--- config.mk ---
export PLATFORM = sky130hd
export DESIGN_NAME = fb_sram_arbiter
export DESIGN_NICKNAME = d
export VERILOG_FILES = /design/src/rtl/fb_sram_arbiter.sv
export SDC_FILE = /design/constraint.sdc
export NUM_CORES = 1
export LEC_CHECK = 0
export CELL_PAD_IN_SITES_DETAIL_PLACEMENT = 1
export CELL_PAD_IN_SITES_GLOBAL_PLACEMENT = 2
export CORE_MARGIN = 3
export CORE_UTILIZATION = 15
export CTS_CLUSTER_DIAMETER = 200
export CTS_CLUSTER_SIZE = 40
export DETAILED_ROUTE_END_ITERATION = 12
export MAX_ROUTING_LAYER = met4
export PLACE_DENSITY_LB_ADDON = 0.1
export SLEW_MARGIN = 15
export SYNTH_ARGS = -nofsm -noshare
export SYNTH_HDL_FRONTEND = slang
export SYNTH_SLANG_ARGS = --single-unit
--- constraint.sdc ---
create_clock -name clk -period 2.8 [get_ports clk]
set_clock_uncertainty 0.15 [all_clocks]
set_input_delay 0.42 -clock clk [delete_from_list [all_inputs] [get_ports clk]]
set_output_delay 0.42 -clock clk [all_outputs]
set_load 0.03 [all_outputs]
--- src/rtl/fb_sram_arbiter.sv ---
// Frame-buffer SRAM arbiter: three requesters, urgent-qualified scan-out priority,
// round-robin otherwise. Define FB_ARB_STATS_EN for per-requester grant counters.
module fb_sram_arbiter #(
  parameter int ADDR_W    = 16,
  parameter int DATA_W    = 32,
  parameter int LEN_W     = 4,
  parameter int MAX_BURST = 8
) (
  input  logic                clk,
  input  logic                n_rst,
  input  logic [2:0]          req,
  input  logic                urgent,
  input  logic [3*LEN_W-1:0]  burst_len,
  input  logic [3*ADDR_W-1:0] addr,
  input  logic [3*DATA_W-1:0] wdata,
  input  logic [2:0]          we,
  output logic [2:0]          gnt,
  output logic [2:0]          beat_ack,
  output logic [DATA_W-1:0]   rdata,
  output logic [2:0]          rvalid,
  output logic                busy,
  output logic [ADDR_W-1:0]   mem_addr,
  output logic [DATA_W-1:0]   mem_wdata,
  output logic                mem_we,
  output logic                mem_re,
  input  logic [DATA_W-1:0]   mem_rdata
`ifdef FB_ARB_STATS_EN
  ,
  output logic [3*16-1:0]     grant_cnt,
  input  logic                stats_clr
`endif
);

  localparam int CNT_W = $clog2(MAX_BURST + 1);

  typedef enum logic [1:0] {IDLE, BURST, GAP} state_t;

  state_t                   state, state_d;
  logic [CNT_W-1:0]         beat_cnt, cnt_d;
  logic [1:0]               gsel, gsel_d;
  logic [1:0]               rr_ptr, rr_d;
  logic [1:0]               win;
  logic                     win_urgent;
  logic [2:0]               arb_idx;
  logic [2:0]               gsel_oh;

  // Pad to four entries so a 2-bit select never leaves the array.
  logic [3:0][LEN_W-1:0]    len_f;
  logic [3:0][ADDR_W-1:0]   addr_f;
  logic [3:0][DATA_W-1:0]   wdata_f;
  logic [3:0]               req_f, we_f;

  assign len_f   = {LEN_W'(0), burst_len};
  assign addr_f  = {ADDR_W'(0), addr};
  assign wdata_f = {DATA_W'(0), wdata};
  assign req_f   = {1'b0, req};
  assign we_f    = {1'b0, we};
  assign gsel_oh = 3'b001 << gsel;
  assign busy    = (state != IDLE);

  function automatic logic [CNT_W-1:0] eff_len(input logic [LEN_W-1:0] f);
    int v;
    v = 32'(f);
    if (v == 0) v = 1;
    else if (v > MAX_BURST) v = MAX_BURST;
    return CNT_W'(v);
  endfunction

  // Urgent scan-out preempts the rotation without advancing it.
  always_comb begin
    win        = 2'd0;
    win_urgent = 1'b0;
    arb_idx    = 3'd0;
    if (req[2] && urgent) begin
      win        = 2'd2;
      win_urgent = 1'b1;
    end else begin
      for (int k = 2; k >= 0; k--) begin
        arb_idx = {1'b0, rr_ptr} + 3'(k);
        if (arb_idx >= 3'd3) arb_idx = arb_idx - 3'd3;
        if (req_f[arb_idx[1:0]]) win = arb_idx[1:0];
      end
    end
  end

  always_comb begin
    state_d   = state;
    cnt_d     = beat_cnt;
    gsel_d    = gsel;
    rr_d      = rr_ptr;
    gnt       = '0;
    beat_ack  = '0;
    mem_addr  = '0;
    mem_wdata = '0;
    mem_we    = 1'b0;
    mem_re    = 1'b0;
    case (state)
      IDLE: begin
        if (|req) begin
          state_d = BURST;
          gsel_d  = win;
          cnt_d   = eff_len(len_f[win]);
          if (!win_urgent) rr_d = (win == 2'd2) ? 2'd0 : win + 2'd1;
        end
      end
      BURST: begin
        gnt = gsel_oh;
        if (req_f[gsel]) begin
          beat_ack  = gsel_oh;
          mem_addr  = addr_f[gsel];
          mem_wdata = wdata_f[gsel];
          mem_we    = we_f[gsel];
          mem_re    = ~we_f[gsel];
          cnt_d     = beat_cnt - CNT_W'(1);
          if (beat_cnt == CNT_W'(1)) state_d = GAP;
        end else begin
          state_d = GAP;
        end
      end
      GAP:     state_d = IDLE;
      default: state_d = IDLE;
    endcase
  end

  always_ff @(posedge clk) begin
    if (!n_rst) begin
      state    <= IDLE;
      beat_cnt <= '0;
      gsel     <= 2'd0;
      rr_ptr   <= 2'd0;
    end else begin
      state    <= state_d;
      beat_cnt <= cnt_d;
      gsel     <= gsel_d;
      rr_ptr   <= rr_d;
    end
  end

  // Read data lands one cycle after the beat, even when that cycle is GAP.
  always_ff @(posedge clk) begin
    if (!n_rst) begin
      rvalid <= '0;
      rdata  <= '0;
    end else begin
      rvalid <= mem_re ? gsel_oh : 3'b000;
      if (mem_re) rdata <= mem_rdata;
    end
  end

`ifdef FB_ARB_STATS_EN
  logic grant_now;
  assign grant_now = (state == IDLE) && (|req);

  for (genvar i = 0; i < 3; i++) begin : g_stats
    logic [15:0] cnt;
    always_ff @(posedge clk) begin
      if (!n_rst || stats_clr) cnt <= '0;
      else if (grant_now && win == 2'(i) && cnt != 16'hFFFF) cnt <= cnt + 16'd1;
    end
    assign grant_cnt[i*16 +: 16] = cnt;
  end
`endif

endmodule

==> summary.txt <==
Run status
  – Status: completed

Synthesis
  – Compound-cell area share of the yosys netlist: 22.99%
  – Largest family of logic cells by synthesized area: simple AND/OR/NAND/NOR gates
  – EDFF count, synth: 0
  – Post-Synthesis Cells: 479
  – Post-synthesis xor/xnor area fraction: 0%
  – Post-synth ARST share: 0%
  – FF+latch count, synth: 45
  – Multiplexer share of the synthesized area: 15.95%
  – Library cells used by synthesis: 49
  – Simple-gate share of the synthesized area: 26.53%
  – Primary FF master, synth: dfxtp_1
  – Synthesized Nets: 681
  – Mapped cell area: 3358 sq um
  – Sequential share of the synthesized area: 26.83%
  – Post-synthesis adder-cell area fraction: 1.863%
  – Avg Inst Size Synth: 7.011 sq um
  – Synthesis warning total: 0

Worst hold path
  – Worst Hold Class: reg2reg

Global routing
  – First-pass GRT wire length: 27.19 mm
  – GRT overflow: 0
  – Vias in the first global route: 4,655
  – Pin count of the biggest net entering global routing: 51
  – Total global-route track usage: 14.65%
  – Initial antenna violation count: 0

Clock network
  – CTS buffer count: 5
  – Clock tree buffer depth: 2
  – Clock slew at reported path FFs: about 0.070 ns
  – TritonCTS sink count: 45
  – Worst skew pair latency: about 0.29 ns
  – CTS Root Cell: clkbuf_16
  – H-tree depth: 2
  – Post-CTS setup repair buffer count: 0
  – CTS Hold Bufs: 0
  – TritonCTS clock tree: built

Cells and area
  – Layout cell share with drive strength beyond 1: 12.70%
  – Ant diodes: 0
  – Fillers: between 2k and 3k
  – Area delta synth->final: 98.10%
  – Nets@finish: 957
  – Layout Cells excl Fill: 1,036

Power and ir drop
  – Pwr per Cell Area: 418.4 nW/um^2
  – Cell Int Power: around 1.7 mW
  – Peak VDD IR: 0.2414 mV
  – Seq pwr share: 26.9%
  – Sw power: approximately 1.1 mW
  – Overall power: ~2.8 mW
  – Static leakage: 2.510 nW
  – Sw Ratio: 39.00%
  – Combinational share of power: 51.2%
  – Clock power share: 21.8%

Drt
  – Initial DRC Count: 117
  – DRC: 0
  – TritonRoute pass-1 iters: 4
  – Post-route ant nets: 0
  – Vias per inst: 4.201
  – WL per Instance: ~18 microns
  – Via count: 4,352
  – DRT Wirelength: 18.33 mm

Placement
  – Routability Congestion: ~0.77
  – Post-DP HPWL: 15.13 mm
  – Placed insts: 1,028
  – I/O Buffers: 288

Timing
  – Setup TNS Final: 0 ns
  – Final slew viol count: 0
  – Maximum clock frequency: 373.1 MHz
  – Final setup fails: 0
  – Final min period: 2.680 ns
  – Slew headroom: between 60 and 70%
  – Tcrit/Tclk final: 95.71%
  – Unrepaired setup endpoints after global routing: no
  – Worst slew pin tran: 0.4839 ns
  – Final Hold Viols: 0

Worst setup path
  – Setup crit start kind: input pin
  – Crit-path leading delay family: buffers and inverters
  – Critical path arrival: around 2.1 ns
  – CP peak stage delay: about 0.52 ns
  – Worst Path Required: 2.23 ns
  – Setup CP Type: in2out
  – Crit-path cells: clkdlybuf4s50_1, mux2i_1, o21a_1, or2_2, buf_12, nor2_1, buf_4
  – Critical path fanouts, max: 50
  – Worst Setup End Kind: primary output
  – Buf+Inv Stages, Crit Path: 3
  – Slowest-stage cell, CP: clkdlybuf4s50_1

Floorplanning
  – Site Rows: 54
  – DIE AREA: 24,220 sq um
  – Ports: 289
  – Chip width: around 160 microns
  – Die height: 155.6 microns
  – Area of the core: 21,890 sq um
  – Initial core utilization: between 10% and 20%

Flow run
  – Max Cap Viol: 0
[worst register-to-register path, delay by kind of cell (launching register included)]
kind            cells  cell delay, ns
compound gates      3            0.68
fa+ha+maj           1            0.35
mux                 1            0.36
flops               1            0.38
simple gates        2            0.35
buf+inv             1            0.08
[routing by layer]
layer,vias up,part of all wire (%),track usage [%]
li1,2164,-,-
met1,2014,40,16.15
met2,168,51,26.54
met3,6,8.2,4.494
met4,0,0.67,2.126
met5,-,0,-
[placed cells by master, fill, tap and decap left out, types with 2 or more instances in the layout]
master	count
clkdlybuf4s50_1	233
a21boi_1	28
o21ai_0	5
buf_12	6
and2_1	5
o221ai_1	2
nor3_1	4
or3_1	2
a21boi_0	8
nand2_1	78
buf_4	65
dfxtp_1	43
or2_2	2
nor2b_1	3
o211a_1	2
ha_1	5
inv_1	6
nor2_1	108
nor3b_1	2
mux2i_1	52
o22ai_1	3
nand2b_1	2
nand2_2	2
nor3_2	2
a21oi_1	52
clkbuf_16	5
a22o_1	2
[sequential cells by signal, indices dropped and copies added, names as in the netlist]
register / flops
beat_cnt: 4
gsel: 2
rdata: 32
rr_ptr: 2
rvalid: 3
state: 2
[through the flow]
stage	worst slack (ns)	utilization (%)	hold slack [ns]	cell area [sq um]
2_1_floorplan	0.4259	-	0.3098	3358
3_3_place_gp	0.2034	29.69	0.2901	6499
3_5_place_dp	0.1294	29.69	0.2990	6499
4_1_cts	0.04095	30.37	0.3090	6649
5_1_grt	0.01200	30.39	0.3332	6653
6_report	0.1200	30.39	0.3059	6653
[cell usage after synthesis (all sizes together), types with 2 or more instances]
library cell,number,area [sq um]
nor2,109,411.7
nand2,80,305.3
a21oi,53,265.3
mux2i,52,520.5
dfxtp,45,900.9
a21boi,36,270.3
clkbuf,20,75.07
buf,16,95.09
inv,7,26.27
o21ai,7,46.29
nor3,6,40.04
and2,5,31.28
ha,5,62.56
nor2b,4,25.02
o22ai,3,18.77
or2,3,18.77
a211oi,2,20.02
a22o,2,17.52
a31oi,2,27.53
nand2b,2,12.51
nor3b,2,15.01
o211a,2,20.02
o221ai,2,17.52
or3,2,12.51
[layout make-up]
class / instances / area, sq um / share of cell area [%]
Inverter: 7 / 26.28 / 0.3950
Clock buffer: 5 / 125.1 / 1.881
Tap cell: 280 / 350.3 / 5.266
Clock inverter: 3 / 21.27 / 0.3197
Sequential cell: 45 / 905.9 / 13.62
Multi-Input combinational cell: 391 / 2272 / 34.15
Timing Repair Buffer: 305 / 2952 / 44.37
[worst paths after layout]
path                                        startpoint                  endpoint  slack [ns]  cells past startpoint
worst max-delay path                            req[1]             mem_wdata[16]        0.12                      7
worst max register to register  rr_ptr[0]$_SDFFE_PN0P_  beat_cnt[2]$_SDFFE_PN0P_        0.40                      8
worst min register to register   rdata[8]$_SDFFE_PN0P_     rdata[8]$_SDFFE_PN0P_        0.31                      2
worst min-delay path             rdata[8]$_SDFFE_PN0P_     rdata[8]$_SDFFE_PN0P_        0.31                      2
[repair_timing]
action / 4_1_cts / 5_1_grt
endpoints found under the hold margin: 0 / 0
gates resized for setup: 1 / 1
setup endpoints to repair: 1 / 1
[cells by family after synthesis]
family / after synthesis
adder cells (fa/ha/maj): 5
AO/OA/AOI/OAI: 117
AND/OR/NAND/NOR: 216
buffers and inverters: 43
multiplexers: 53
flip-flops: 45
[power groups by stage]
stage	clock, mW	sequential, mW	combinational (mW)
3_5_place_dp	0	0.766	1.45
2_1_floorplan	0	0.790	0.745
3_3_place_gp	0	0.763	1.44
6_report	0.607	0.750	1.43
4_1_cts	0.636	0.752	1.46
5_1_grt	0.657	0.761	1.56
Power figures use the tool's default switching activity.
